**src/rtl/mem_bus_arbiter.sv**
```systemverilog
// Arbitrates CPU fetch and load/store onto one Avalon-style bus; 3 cycles per access plus one per waitrequest cycle.
// Data beats fetch; waitrequest stretches BUS until TIMEOUT aborts it; stall holds the CPU until the ack pulse.
module mem_bus_arbiter #(
  parameter int TIMEOUT = 255
) (
  input  logic        clk,
  input  logic        reset,
  input  logic        fetch_req,
  input  logic [31:0] fetch_addr,
  input  logic        data_read,
  input  logic        data_write,
  input  logic [31:0] data_addr,
  input  logic [31:0] data_writedata,
  input  logic [3:0]  data_byteenable,
  output logic        fetch_ack,
  output logic [31:0] instr_readdata,
  output logic        data_ack,
  output logic [31:0] data_readdata,
  output logic        bus_error,
  output logic        stall,
  output logic [31:0] address,
  output logic        read,
  output logic        write,
  output logic [31:0] writedata,
  output logic [3:0]  byteenable,
  input  logic        waitrequest,
  input  logic [31:0] readdata
);

  localparam logic [1:0]  S_IDLE = 2'd0;
  localparam logic [1:0]  S_BUS  = 2'd1;
  localparam logic [1:0]  S_ACK  = 2'd2;
  localparam logic [15:0] TMO    = 16'(TIMEOUT);

  logic [1:0]  state;
  logic [15:0] wait_cnt;
  logic        src_data;
  logic        is_write;
  logic        timeout_hit;

  // Abort on the cycle the counter already equals TMO with the slave still waiting.
  assign timeout_hit = (TMO != 16'd0) && waitrequest && (wait_cnt == TMO);

  assign stall = (fetch_req | data_read | data_write) & ~(fetch_ack | data_ack);

  always_ff @(posedge clk) begin
    if (reset) begin
      state          <= S_IDLE;
      wait_cnt       <= 16'd0;
      src_data       <= 1'b0;
      is_write       <= 1'b0;
      read           <= 1'b0;
      write          <= 1'b0;
      address        <= 32'd0;
      writedata      <= 32'd0;
      byteenable     <= 4'b0000;
      fetch_ack      <= 1'b0;
      data_ack       <= 1'b0;
      bus_error      <= 1'b0;
      instr_readdata <= 32'd0;
      data_readdata  <= 32'd0;
    end else begin
      case (state)
        S_IDLE: begin
          fetch_ack <= 1'b0;
          data_ack  <= 1'b0;
          bus_error <= 1'b0;
          if (data_read || data_write) begin
            src_data   <= 1'b1;
            is_write   <= data_write;
            address    <= data_addr;
            writedata  <= data_writedata;
            byteenable <= data_byteenable;
            read       <= ~data_write;
            write      <= data_write;
            wait_cnt   <= 16'd0;
            state      <= S_BUS;
          end else if (fetch_req) begin
            src_data   <= 1'b0;
            is_write   <= 1'b0;
            address    <= fetch_addr;
            writedata  <= 32'd0;
            byteenable <= 4'b1111;
            read       <= 1'b1;
            write      <= 1'b0;
            wait_cnt   <= 16'd0;
            state      <= S_BUS;
          end
        end
        S_BUS: begin
          if (!waitrequest || timeout_hit) begin
            read      <= 1'b0;
            write     <= 1'b0;
            fetch_ack <= ~src_data;
            data_ack  <= src_data;
            bus_error <= waitrequest;
            if (!is_write) begin
              if (src_data) data_readdata  <= waitrequest ? 32'd0 : readdata;
              else          instr_readdata <= waitrequest ? 32'd0 : readdata;
            end
            state <= S_ACK;
          end else begin
            wait_cnt <= wait_cnt + 16'd1;
          end
        end
        S_ACK: begin
          fetch_ack <= 1'b0;
          data_ack  <= 1'b0;
          bus_error <= 1'b0;
          state     <= S_IDLE;
        end
        default: state <= S_IDLE;
      endcase
    end
  end

endmodule

```
**config.mk**
```make
export PLATFORM = sky130hd
export DESIGN_NAME = mem_bus_arbiter
export DESIGN_NICKNAME = d
export VERILOG_FILES = /design/src/rtl/mem_bus_arbiter.sv
export SDC_FILE = /design/constraint.sdc
export NUM_CORES = 1
export LEC_CHECK = 0
export CAP_MARGIN = 10
export CORE_MARGIN = 4
export CORE_UTILIZATION = 35
export DETAILED_ROUTE_END_ITERATION = 12
export GPL_TIMING_DRIVEN = 0
export PLACE_DENSITY_LB_ADDON = 0.12
export SETUP_SLACK_MARGIN = 0.1
export SLEW_MARGIN = 15
export SYNTH_ARGS = -nofsm -noshare
export SYNTH_HDL_FRONTEND = slang
export SYNTH_SLANG_ARGS = --single-unit
export TNS_END_PERCENT = 20
```
**constraint.sdc**
```tcl
create_clock -name clk -period 2.44 [get_ports clk]
set_clock_uncertainty 0.1 [all_clocks]
set_input_delay 0.488 -clock clk [delete_from_list [all_inputs] [get_ports clk]]
set_output_delay 0.488 -clock clk [all_outputs]
set_load 0.1 [all_outputs]
```
# Word-level counts from Yosys, hierarchy flattened
# Index checks and enable logic that the tools add are counted.
# totals
word_cells	74
ff_bits	157
# op_classes
mux	29
add_sub_neg	1
reduce_logical	16
eq_ne	6
bitwise	8
# ops
operator	n
$mux 32	5
$mux 16	3
$pmux 16 s2	1
$add 16x1->16 const B	1
$eq 16x8->1 const B	1
$pmux 1 s2	5
$mux 1	9
$mux 4	2
$reduce_and 4->1	2
$mux 2	3
$reduce_and 2->1	3
$reduce_and 3->1	2
$reduce_bool 2->1	3
$ne 2x2->1 const B	2
$not 1->1	4
$pmux 2 s2	1
$ne 3x3->1 const B	1
$or 1x1->1	3
$eq 2x1->1 const B	1
$eq 2x2->1 const B	1
$logic_not 2->1	1
$logic_or 1x1->1	2
$reduce_or 2->1	1
$and 1x1->1	1
other kinds (2)	2

# Depth between registers and ports, before layout
# Gate-level depths: netlist of the first run.
# logic_depth
word_depth	5
ltp_mapped	7
ltp_nobuf	5

# Worst setup path after synthesis of the first run
# Ideal clock, no wire load.
# synth_path
path_type	flip-flop to output port
startpoint	reg fetch_ack
endpoint	out stall
required_ns	1.852
stages_incl_launch_ff	2
arrival_time_ns	2.858
path_buffers	0
slack_ns	-1.006
path_cell_list	dfxtp_1 nor3_1
# synth_via
elab_chain_cells	3
# synth_rtl
item	line_no	source
start: declaration	15	output logic fetch_ack,
start signal: assignment	94	fetch_ack <= ~src_data;
$or 1x1->1	44	assign stall = (fetch_req | data_read | data_write) & ~(fetch_ack | data_ack);
$not 1->1	44	
$and 1x1->1	44	
end: declaration	20	output logic stall,
# No other way between the ends.

# Final worst setup path of the first run
# layout_path
startpoint	reg wait_cnt[1]
endpoint	reg instr_readdata[4]
# layout_via
elab_chain_cells	4
# layout_rtl
item	line_no	source
start: declaration	36	logic [15:0] wait_cnt;
start signal: assignment	103	wait_cnt <= wait_cnt + 16'd1;
$eq 16x8->1	42	assign timeout_hit = (TMO != 16'd0) && waitrequest && (wait_cnt == TMO);
$logic_and 1x1->1	42	
$logic_or 1x1->1	91	if (!waitrequest || timeout_hit) begin
$reduce_and 4->1 (no line)	--	
end signal: assignment	99	else instr_readdata <= waitrequest ? 32'd0 : readdata;
end: declaration	16	output logic [31:0] instr_readdata,
# No other way between the ends.
# A chain may end at the register's enable or synchronous reset.

==> results_dict.tcl, run 1 <==
set metrics [dict create \
    holdCritPathClass "reg2reg" \
    end_kind "register" \
    synth-seq-area-share_pct 48.8 \
    worst-path-buf-inv 2 \
    critPathRequiredTime_ns 2.64 \
    rows 49 \
    io_buffers 273 \
    cts_root_buf "clkbuf_16" \
    initial_core_util_pct 35.8 \
    synth_common_cells "157 x dfxtp_1, 111 x nand2_1, 73 x nor2_1" \
    rsz0062_at_grt "yes" \
    drv_cap 0 \
    fin_crit_sh_pct 95.4 \
    path_class "reg2reg" \
    arrival_ns 2.53 \
    numCtsBuffers 17 \
    synth-edff-count 0 \
    clkLatencyLatePin_ns 0.42 \
    crit_path_max_fanout 10 \
    dp_hpwl_um 16400 \
    coreArea_um2 18000 \
    htree_levels 4 \
    power.leakage_uw 0.00452 \
    clk_pin_slew_ns 0.06 \
    firstDrtPassIters 7 \
    post-place-ws_ns -0.497 \
    wl_per_cell_um 17.6 \
    synth_area_leader_cell "dfxtp_1" \
    drt-initial-drc-count 327 \
    syn_avg_cell_area_um2 8.98 \
    syn_nets 857 \
    max_slew_margin_pct 29.2 \
    antenna_left 0 \
    grt_pass1_wl_um 33600 \
    first_global_vias 6272 \
    layout.area.seq_um2 3140 \
    fp.dieW_um 144 \
    crit_chain "ha_2 -> and4b_1 -> a41oi_2 -> or4_1 -> buf_2 -> buf_6 -> mux2i_1" \
    synth_seq_cells 157 \
    setup_viol 0 \
    n_antenna_cell 0 \
    vdd_drop_max_v 0.000508 \
    routed_wl_um 22100 \
    drive_above_1_share_pct 6.52 \
    status "completed" \
    cpPeakStageDelay_ns 0.52 \
    tns_ns 0 \
    yosys-top-cells-area "dfxtp_1 49%, mux2i_1 10%, nand2_1 6.5%" \
    synth_ff_type "dfxtp_1" \
    async_flop_share_pct 0 \
    netlist_area_um2 6440 \
    worst_hold_slack_ns 0.354 \
    ios 276 \
    syn_inst 718 \
    worst_setup_path_start_kind "register" \
    synth_most_common_cell "dfxtp_1" \
    gr-usage-all-layers_pct 20.4 \
    cp_top_family "simple AND/OR/NAND/NOR gates" \
    area_growth_pct 55.0 \
    nFillCells 1757 \
    crit_slowest_cell "or4_1" \
    postLayoutSetupSlackWorst_ns 0.113 \
    yosysWarningCount 0 \
    antenna_found_initial 0 \
    ctsLongestPathBuffers 2 \
    power.density_nw_per_um2 760 \
    cts_tree "yes" \
    power.total_uw 7590 \
    layout_min_cycle_time_ns 2.33 \
    clock-sinks 157 \
    finalNetCount 1154 \
    num_vias 6505 \
    synth_top_area_share_pct 48.8 \
    worstMarginPinSlew_ns 1.07 \
    multi_input_area_um2 3040 \
    overflow 0 \
    die_h_um 144 \
    fmax_ghz 0.430 \
    post_synth_num_cell_types 45 \
    die_area_um2 20600 \
    grt_max_degree 17 \
    place_congestion 0.844 \
    drc_errors 0 \
    hold_viol 0 \
    drv_slew 0 \
    viasPerCell 5.18 \
]
==> worst paths after layout <==
check                             startpoint                               to  slack (ns)  cells past startpoint
max                 wait_cnt[1]$_SDFFE_PP0P_   instr_readdata[4]$_SDFFE_PP0P_        0.11                      7
min          instr_readdata[10]$_SDFFE_PP0P_  instr_readdata[10]$_SDFFE_PP0P_        0.35                      2
min reg2reg  instr_readdata[10]$_SDFFE_PP0P_  instr_readdata[10]$_SDFFE_PP0P_        0.35                      2
max reg2reg         wait_cnt[1]$_SDFFE_PP0P_   instr_readdata[4]$_SDFFE_PP0P_        0.11                      7
==> through the flow <==
step | utilization (%) | area, um^2 | std cells
after floorplan | - | 6460 | 718
after global placement | 52.6 | 9480 | 1220
after detailed placement | 52.6 | 9480 | 1220
after CTS | 55.2 | 9940 | 1251
after global routing | 55.4 | 9990 | 1256
final | 55.4 | 9990 | 1256
==> power by group <==
part | switching (uW) | internal, uW
registers | 74.8 | 2710
logic | 1490 | 498
clock network | 1100 | 1720
==> flip-flops by register name (all words and copies together) (netlist names), 2 cells and up <==
register / count
address: 32
data_readdata: 32
instr_readdata: 32
writedata: 32
wait_cnt: 16
byteenable: 4
state: 2
==> kinds of logic after synthesis <==
logic type | share of synthesized area, %
multiplexers | 10.1
AND/OR/NAND/NOR | 19.9
AO/OA/AOI/OAI | 16.0
buffers and inverters | 4.83
flip-flops | 48.8
adder cells (fa/ha/maj) | 0.194
XOR/XNOR | 0.136
==> layer usage <==
| layer | wire length, um | part of all wire [%] | vias to the layer above | global-route usage, % |
|---|---|---|---|---|
| met5 | 0 | 0 | - | 0 |
| met4 | 395 | 1.8 | 0 | 6.59 |
| met3 | 2010 | 9.1 | 31 | 6.86 |
| met2 | 9790 | 44 | 251 | 31.4 |
| met1 | 9870 | 45 | 3034 | 27.1 |
| li1 | - | - | 3189 | - |
==> worst reg2reg max path, stage by stage (launching register included) <==
cell,delay [ns]
dfxtp_1,0.40
ha_2,0.23
and4b_1,0.25
a41oi_2,0.21
or4_1,0.52
buf_2,0.20
buf_6,0.18
mux2i_1,0.13
==> final cells by class <==
| type | count | share of cell area, % |
|---|---|---|
| inverter | 4 | 0.150 |
| sequential | 157 | 31.5 |
| clock buffer | 18 | 4.30 |
| timing repair buffer | 278 | 25.9 |
| buffer | 66 | 3.03 |
| clock inverter | 13 | 1.89 |
| multi-input combinational | 491 | 30.4 |
| tap | 229 | 2.87 |
==> placed cells by master, fill, tap and decap left out, drive strengths merged, types with 36 or more instances in the layout <==
master / n
nand3: 42
o21ai: 36
clkdlybuf4s50: 135
nor2: 73
mux2i: 65
dlygate4sd2: 135
nand2: 111
dfxtp: 157
clkbuf: 78
==> repair_timing <==
item | in CTS | in global routing
buffers inserted | 0 | 5
setup endpoints to repair | 170 | 136
gates resized for setup | 143 | 17
pin swaps | 0 | 2
hold buffers | 0 | 0
(Power assumes the default switching activity.)
==> run 2, diff against run 1 <==
Settings changed: RECOVER_POWER from default to 50.
==> run 2 against run 1 <==
Design area is the same. Power is essentially flat. First-iteration DRC count stayed put. Clock power barely moved. Wire length stayed put. Clock-buffer cell count did not move. Largest power group unchanged.
==> results_dict.tcl, run 2 (synthesis results as in run 1) <==
set metrics [dict create \
    holdCritPathClass "reg2reg" \
    status "completed" \
    io_buffers 273 \
    coreArea_um2 18000 \
    grt_pass1_wl_um 33600 \
    routed_wl_um 22100 \
    setup_viol 0 \
    wl_per_cell_um 17.6 \
    grtUsageMet2_pct 31.4 \
    final_core_util_pct 55.4 \
    num_vias 6505 \
    clkLatencyLatePin_ns 0.42 \
    overflow 0 \
    numCtsBuffers 17 \
    vdd_drop_max_v 0.000508 \
    fmax_ghz 0.430 \
    nFillCells 1757 \
    area_growth_pct 55.0 \
    power.leakage_uw 0.00452 \
    cts_tree "yes" \
    dp_cells 1220 \
    met3_usage_pct 6.86 \
    path_class "reg2reg" \
    drc_errors 0 \
    place_congestion 0.844 \
    crit_slowest_cell "or4_1" \
    die_area_um2 20600 \
    grt_max_degree 17 \
    gr-usage-all-layers_pct 20.4 \
    crit_path_max_fanout 10 \
    worst_setup_path_start_kind "register" \
    critPathRequiredTime_ns 2.64 \
    worst-path-buf-inv 2 \
    rsz0062_at_grt "yes" \
    layout_min_cycle_time_ns 2.33 \
    first_global_vias 6272 \
    end_kind "register" \
    dp_hpwl_um 16400 \
    ctsLongestPathBuffers 2 \
    clock-sinks 157 \
    fp.dieW_um 144 \
    rows 49 \
    viasPerCell 5.18 \
    arrival_ns 2.53 \
    firstDrtPassIters 7 \
    mostFrequentLayoutCells "156 x dfxtp_1, 135 x dlygate4sd2_1, 134 x clkdlybuf4s50_1, 111 x nand2_1, 73 x nor2_1" \
    initial_core_util_pct 35.8 \
    hold_viol 0 \
    finalNetCount 1154 \
    cts_root_buf "clkbuf_16" \
    power.total_uw 7590 \
    postCtsHoldBufs 0 \
    drive_above_1_share_pct 6.52 \
    crit_chain "ha_2 -> and4b_1 -> a41oi_2 -> or4_1 -> buf_2 -> buf_6 -> mux2i_1" \
    cpPeakStageDelay_ns 0.52 \
    grt_util_met1_pct 27.1 \
    n_antenna_cell 0 \
    cp_top_family "simple AND/OR/NAND/NOR gates" \
    max_slew_margin_pct 29.2 \
    drt-initial-drc-count 327 \
    layout_commonest_cell "dfxtp_1" \
    htree_levels 4 \
    power.density_nw_per_um2 760 \
    die_h_um 144 \
    ios 276 \
    top_usage_layer "met2" \
    r2r_setup_slack_ns 0.11 \
    drv_slew 0 \
    worstMarginPinSlew_ns 1.07 \
    drv_cap 0 \
    antenna_found_initial 0 \
    antenna_left 0 \
    fin_crit_sh_pct 95.4 \
    instances_no_fill 1256 \
    clk_pin_slew_ns 0.06 \
]
-- run 2: changes by cell type in the layout (fill, tap and decap cells not counted) --
cell and delta:
clkdlybuf4s50_1 -1, dlygate4sd3_1 +1
-- run 2: final cells by class --
class | instances | area, um^2 | area share (%)
Buffer | 66 | 303 | 3.03
Sequential cell | 157 | 3140 | 31.5
Clock inverter | 13 | 189 | 1.89
Multi-Input combinational cell | 491 | 3040 | 30.4
Tap cell | 229 | 287 | 2.87
Inverter | 4 | 15.0 | 0.150
Timing Repair Buffer | 278 | 2590 | 25.9
Clock buffer | 18 | 429 | 4.30
-- run 2: power by group --
part           leakage [uW]  switching (uW)  total (uW)  internal, uW
registers           0.00128            74.8        2780          2710
clock network      0.000302            1100        2810          1720
logic               0.00294            1490        1990           498
-- run 2: worst min-delay path: stages (launching register included) --
cell and delay [ns]:
dfxtp_1 0.30, nand2_1 0.05, mux2i_1 0.05
-- run 2: final timing paths --
kind / cells after the start / end / startpoint
max: 7 / instr_readdata[4]$_SDFFE_PP0P_ / wait_cnt[1]$_SDFFE_PP0P_
min reg2reg: 2 / instr_readdata[10]$_SDFFE_PP0P_ / instr_readdata[10]$_SDFFE_PP0P_
max reg2reg: 7 / instr_readdata[4]$_SDFFE_PP0P_ / wait_cnt[1]$_SDFFE_PP0P_
min: 2 / instr_readdata[10]$_SDFFE_PP0P_ / instr_readdata[10]$_SDFFE_PP0P_
-- run 2: what timing repair did --
| item | in CTS | in global routing |
|---|---|---|
| pin swaps | 0 | 2 |
| resized for setup | 143 | 17 |
| buffers inserted | 0 | 5 |
| setup endpoints to repair | 170 | 136 |
-- run 2: metal layers --
metal  routed length, um  share of wire (%)
met4                 395                1.8
met2                9790                 44
met3                2010                9.1
met5                   0                  0
met1                9870                 45
-- run 2: through the flow --
step            TNS, ns  worst slack, ns  hold slack [ns]  area (um^2)
2_1_floorplan         0            0.249            0.345         6460
3_3_place_gp     -27.75           -0.498            0.346         9480
3_5_place_dp     -31.34           -0.497            0.351         9480
4_1_cts               0           0.0866            0.356         9940
5_1_grt        -0.00557         -0.00557            0.378         9990
6_report              0            0.113            0.354         9990
==> run 3, diff against run 2 <==
Clock period 2.44 ns to 2.94 ns, I/O delays scaled along.
==> run 3 against run 2 <==
Hold slack better by 0.0020 ns. Sequential cell count unchanged. Clock-buffer cell count grew 2. Power is 13% lower. Critical endpoint is now data_ack. First-iteration DRC count fell by 13%. Register-to-register slack better by 0.19 ns.
==> results_dict.tcl, run 3 (synthesis results as in run 1) <==
set metrics [dict create \
    viasPerCell 5.16 \
    end_kind "output pin" \
    antenna_left 0 \
    drv_cap 0 \
    power.density_nw_per_um2 650 \
    hold_viol 0 \
    cts_root_buf "clkbuf_16" \
    overflow 0 \
    worst_setup_path_start_kind "register" \
    vdd_drop_max_v 0.000397 \
    grt_pass1_wl_um 33700 \
    power.total_uw 6590 \
    antenna_found_initial 1 \
    grt_max_degree 17 \
    drv_slew 0 \
    reg2reg_from "wait_cnt[11]$_SDFFE_PP0P_" \
    numCtsBuffers 17 \
    num_vias 6467 \
    setup_viol 0 \
    area_growth_pct 57.3 \
    holdCritPathClass "reg2reg" \
    ctsLongestPathBuffers 2 \
    layout.area.seq_um2 3140 \
    die_h_um 144 \
    gr-usage-all-layers_pct 20.5 \
    drc_errors 0 \
    r2r_end "wait_cnt[15]$_SDFFE_PP0P_" \
    rsz0062_at_grt "no" \
    tns_ns 0 \
    fin_area_um2 10100 \
    hold_depth 2 \
    clkLatencyLatePin_ns 0.42 \
    worstMarginPinSlew_ns 1.08 \
    wl_per_cell_um 17.4 \
    fin_crit_sh_pct 91.1 \
    cts_setup_buffers 0 \
    worst-path-buf-inv 1 \
    first_global_vias 6300 \
    crit_chain "clkdlybuf4s50_1" \
    finalNetCount 1149 \
    cts_tree "yes" \
    drt-initial-drc-count 283 \
    ios 276 \
    clk_pin_slew_ns 0.06 \
    arrival_ns 1.99 \
    die_area_um2 20600 \
    fp.dieW_um 144 \
    initial_core_util_pct 35.8 \
    layout_commonest_cell "clkdlybuf4s50_1" \
    critPathRequiredTime_ns 2.25 \
    io_buffers 273 \
    routed_wl_um 21800 \
    intPower_uw 4380 \
    r2r_setup_slack_ns 0.30 \
    cpPeakStageDelay_ns 1.19 \
    layout_min_cycle_time_ns 2.68 \
    coreArea_um2 18000 \
    drive_above_1_share_pct 4.89 \
    crit_slowest_cell "clkdlybuf4s50_1" \
    multi_input_area_um2 2980 \
    place_congestion 0.864 \
    cp_top_family "buffers and inverters" \
    hold-path-endpoint "instr_readdata[6]$_SDFFE_PP0P_" \
    worst_hold_slack_ns 0.356 \
    path_class "reg2out" \
    power.leakage_uw 0.00393 \
    p_switching_uw 2210 \
    nFillCells 1667 \
    status "completed" \
    rr_worst_depth 5 \
    crit_path_max_fanout 3 \
    combPwrFrac_pct 26.1 \
    pwr-share-seq_pct 35.1 \
    clock-sinks 157 \
    power_frac_clock_pct 38.8 \
    p_sw_share_pct 33.5 \
    rows 49 \
    placed_cell_area_um2 9470 \
    max_slew_margin_pct 27.7 \
    htree_levels 4 \
    mostFrequentLayoutCells "269 x clkdlybuf4s50_1, 157 x dfxtp_1, 111 x nand2_1, 73 x nor2_1, 65 x mux2i_1" \
    firstDrtPassIters 5 \
    dp_hpwl_um 16300 \
    fmax_ghz 0.373 \
    min_from "instr_readdata[6]$_SDFFE_PP0P_" \
]
==> run 3: final cells by class <==
| type | count | share of cell area, % |
|---|---|---|
| Clock buffer | 20 | 4.51 |
| Timing Repair Buffer | 273 | 26.9 |
| Antenna cell | 1 | 0.0247 |
| Tap cell | 229 | 2.83 |
| Buffer | 66 | 2.91 |
| Multi-Input combinational cell | 491 | 29.4 |
| Inverter | 4 | 0.148 |
| Clock inverter | 12 | 2.27 |
| Sequential cell | 157 | 31.0 |
==> run 3: worst max-delay path by stage <==
stage | from | to | cells after the start
2_1_floorplan | data_write | stall | 3
3_3_place_gp | fetch_req | stall | 4
3_5_place_dp | fetch_req | stall | 4
4_1_cts | fetch_req | stall | 4
5_1_grt | wait_cnt[4]$_SDFFE_PP0P_ | wait_cnt[15]$_SDFFE_PP0P_ | 6
6_report | data_ack$_SDFFE_PP0P_ | data_ack | 1
==> run 3: what timing repair did <==
item / 4_1_cts / 5_1_grt
gates resized for setup: 2 / 1
setup endpoints to repair: 1 / 1
hold buffers: 0 / 0
==> run 3: power by group through the flow <==
stage / Clock (uW) / Sequential [uW] / Combinational [uW]
detailed placement: 0 / 2360 / 1730
floorplan: 0 / 3170 / 369
global placement: 0 / 2360 / 1730
global route: 2700 / 2320 / 1810
CTS: 2620 / 2310 / 1730
finish: 2560 / 2310 / 1720
==> run 3: per-stage QoR <==
step | util [%] | setup slack (ns) | std cells
final | 56.2 | 0.262 | 1253
after global routing | 56.2 | 0.108 | 1253
after CTS | 56.3 | 0.121 | 1252
after detailed placement | 52.5 | -0.193 | 1220
after global placement | 52.5 | -0.222 | 1220
after floorplan | - | 0.169 | 718
==> run 3: metal layers <==
| layer | wire, um | GRT usage [%] |
|---|---|---|
| met5 | 0 | 0 |
| met4 | 463 | 7.83 |
| met3 | 1960 | 6.56 |
| met2 | 9960 | 31.9 |
| met1 | 9420 | 26.6 |
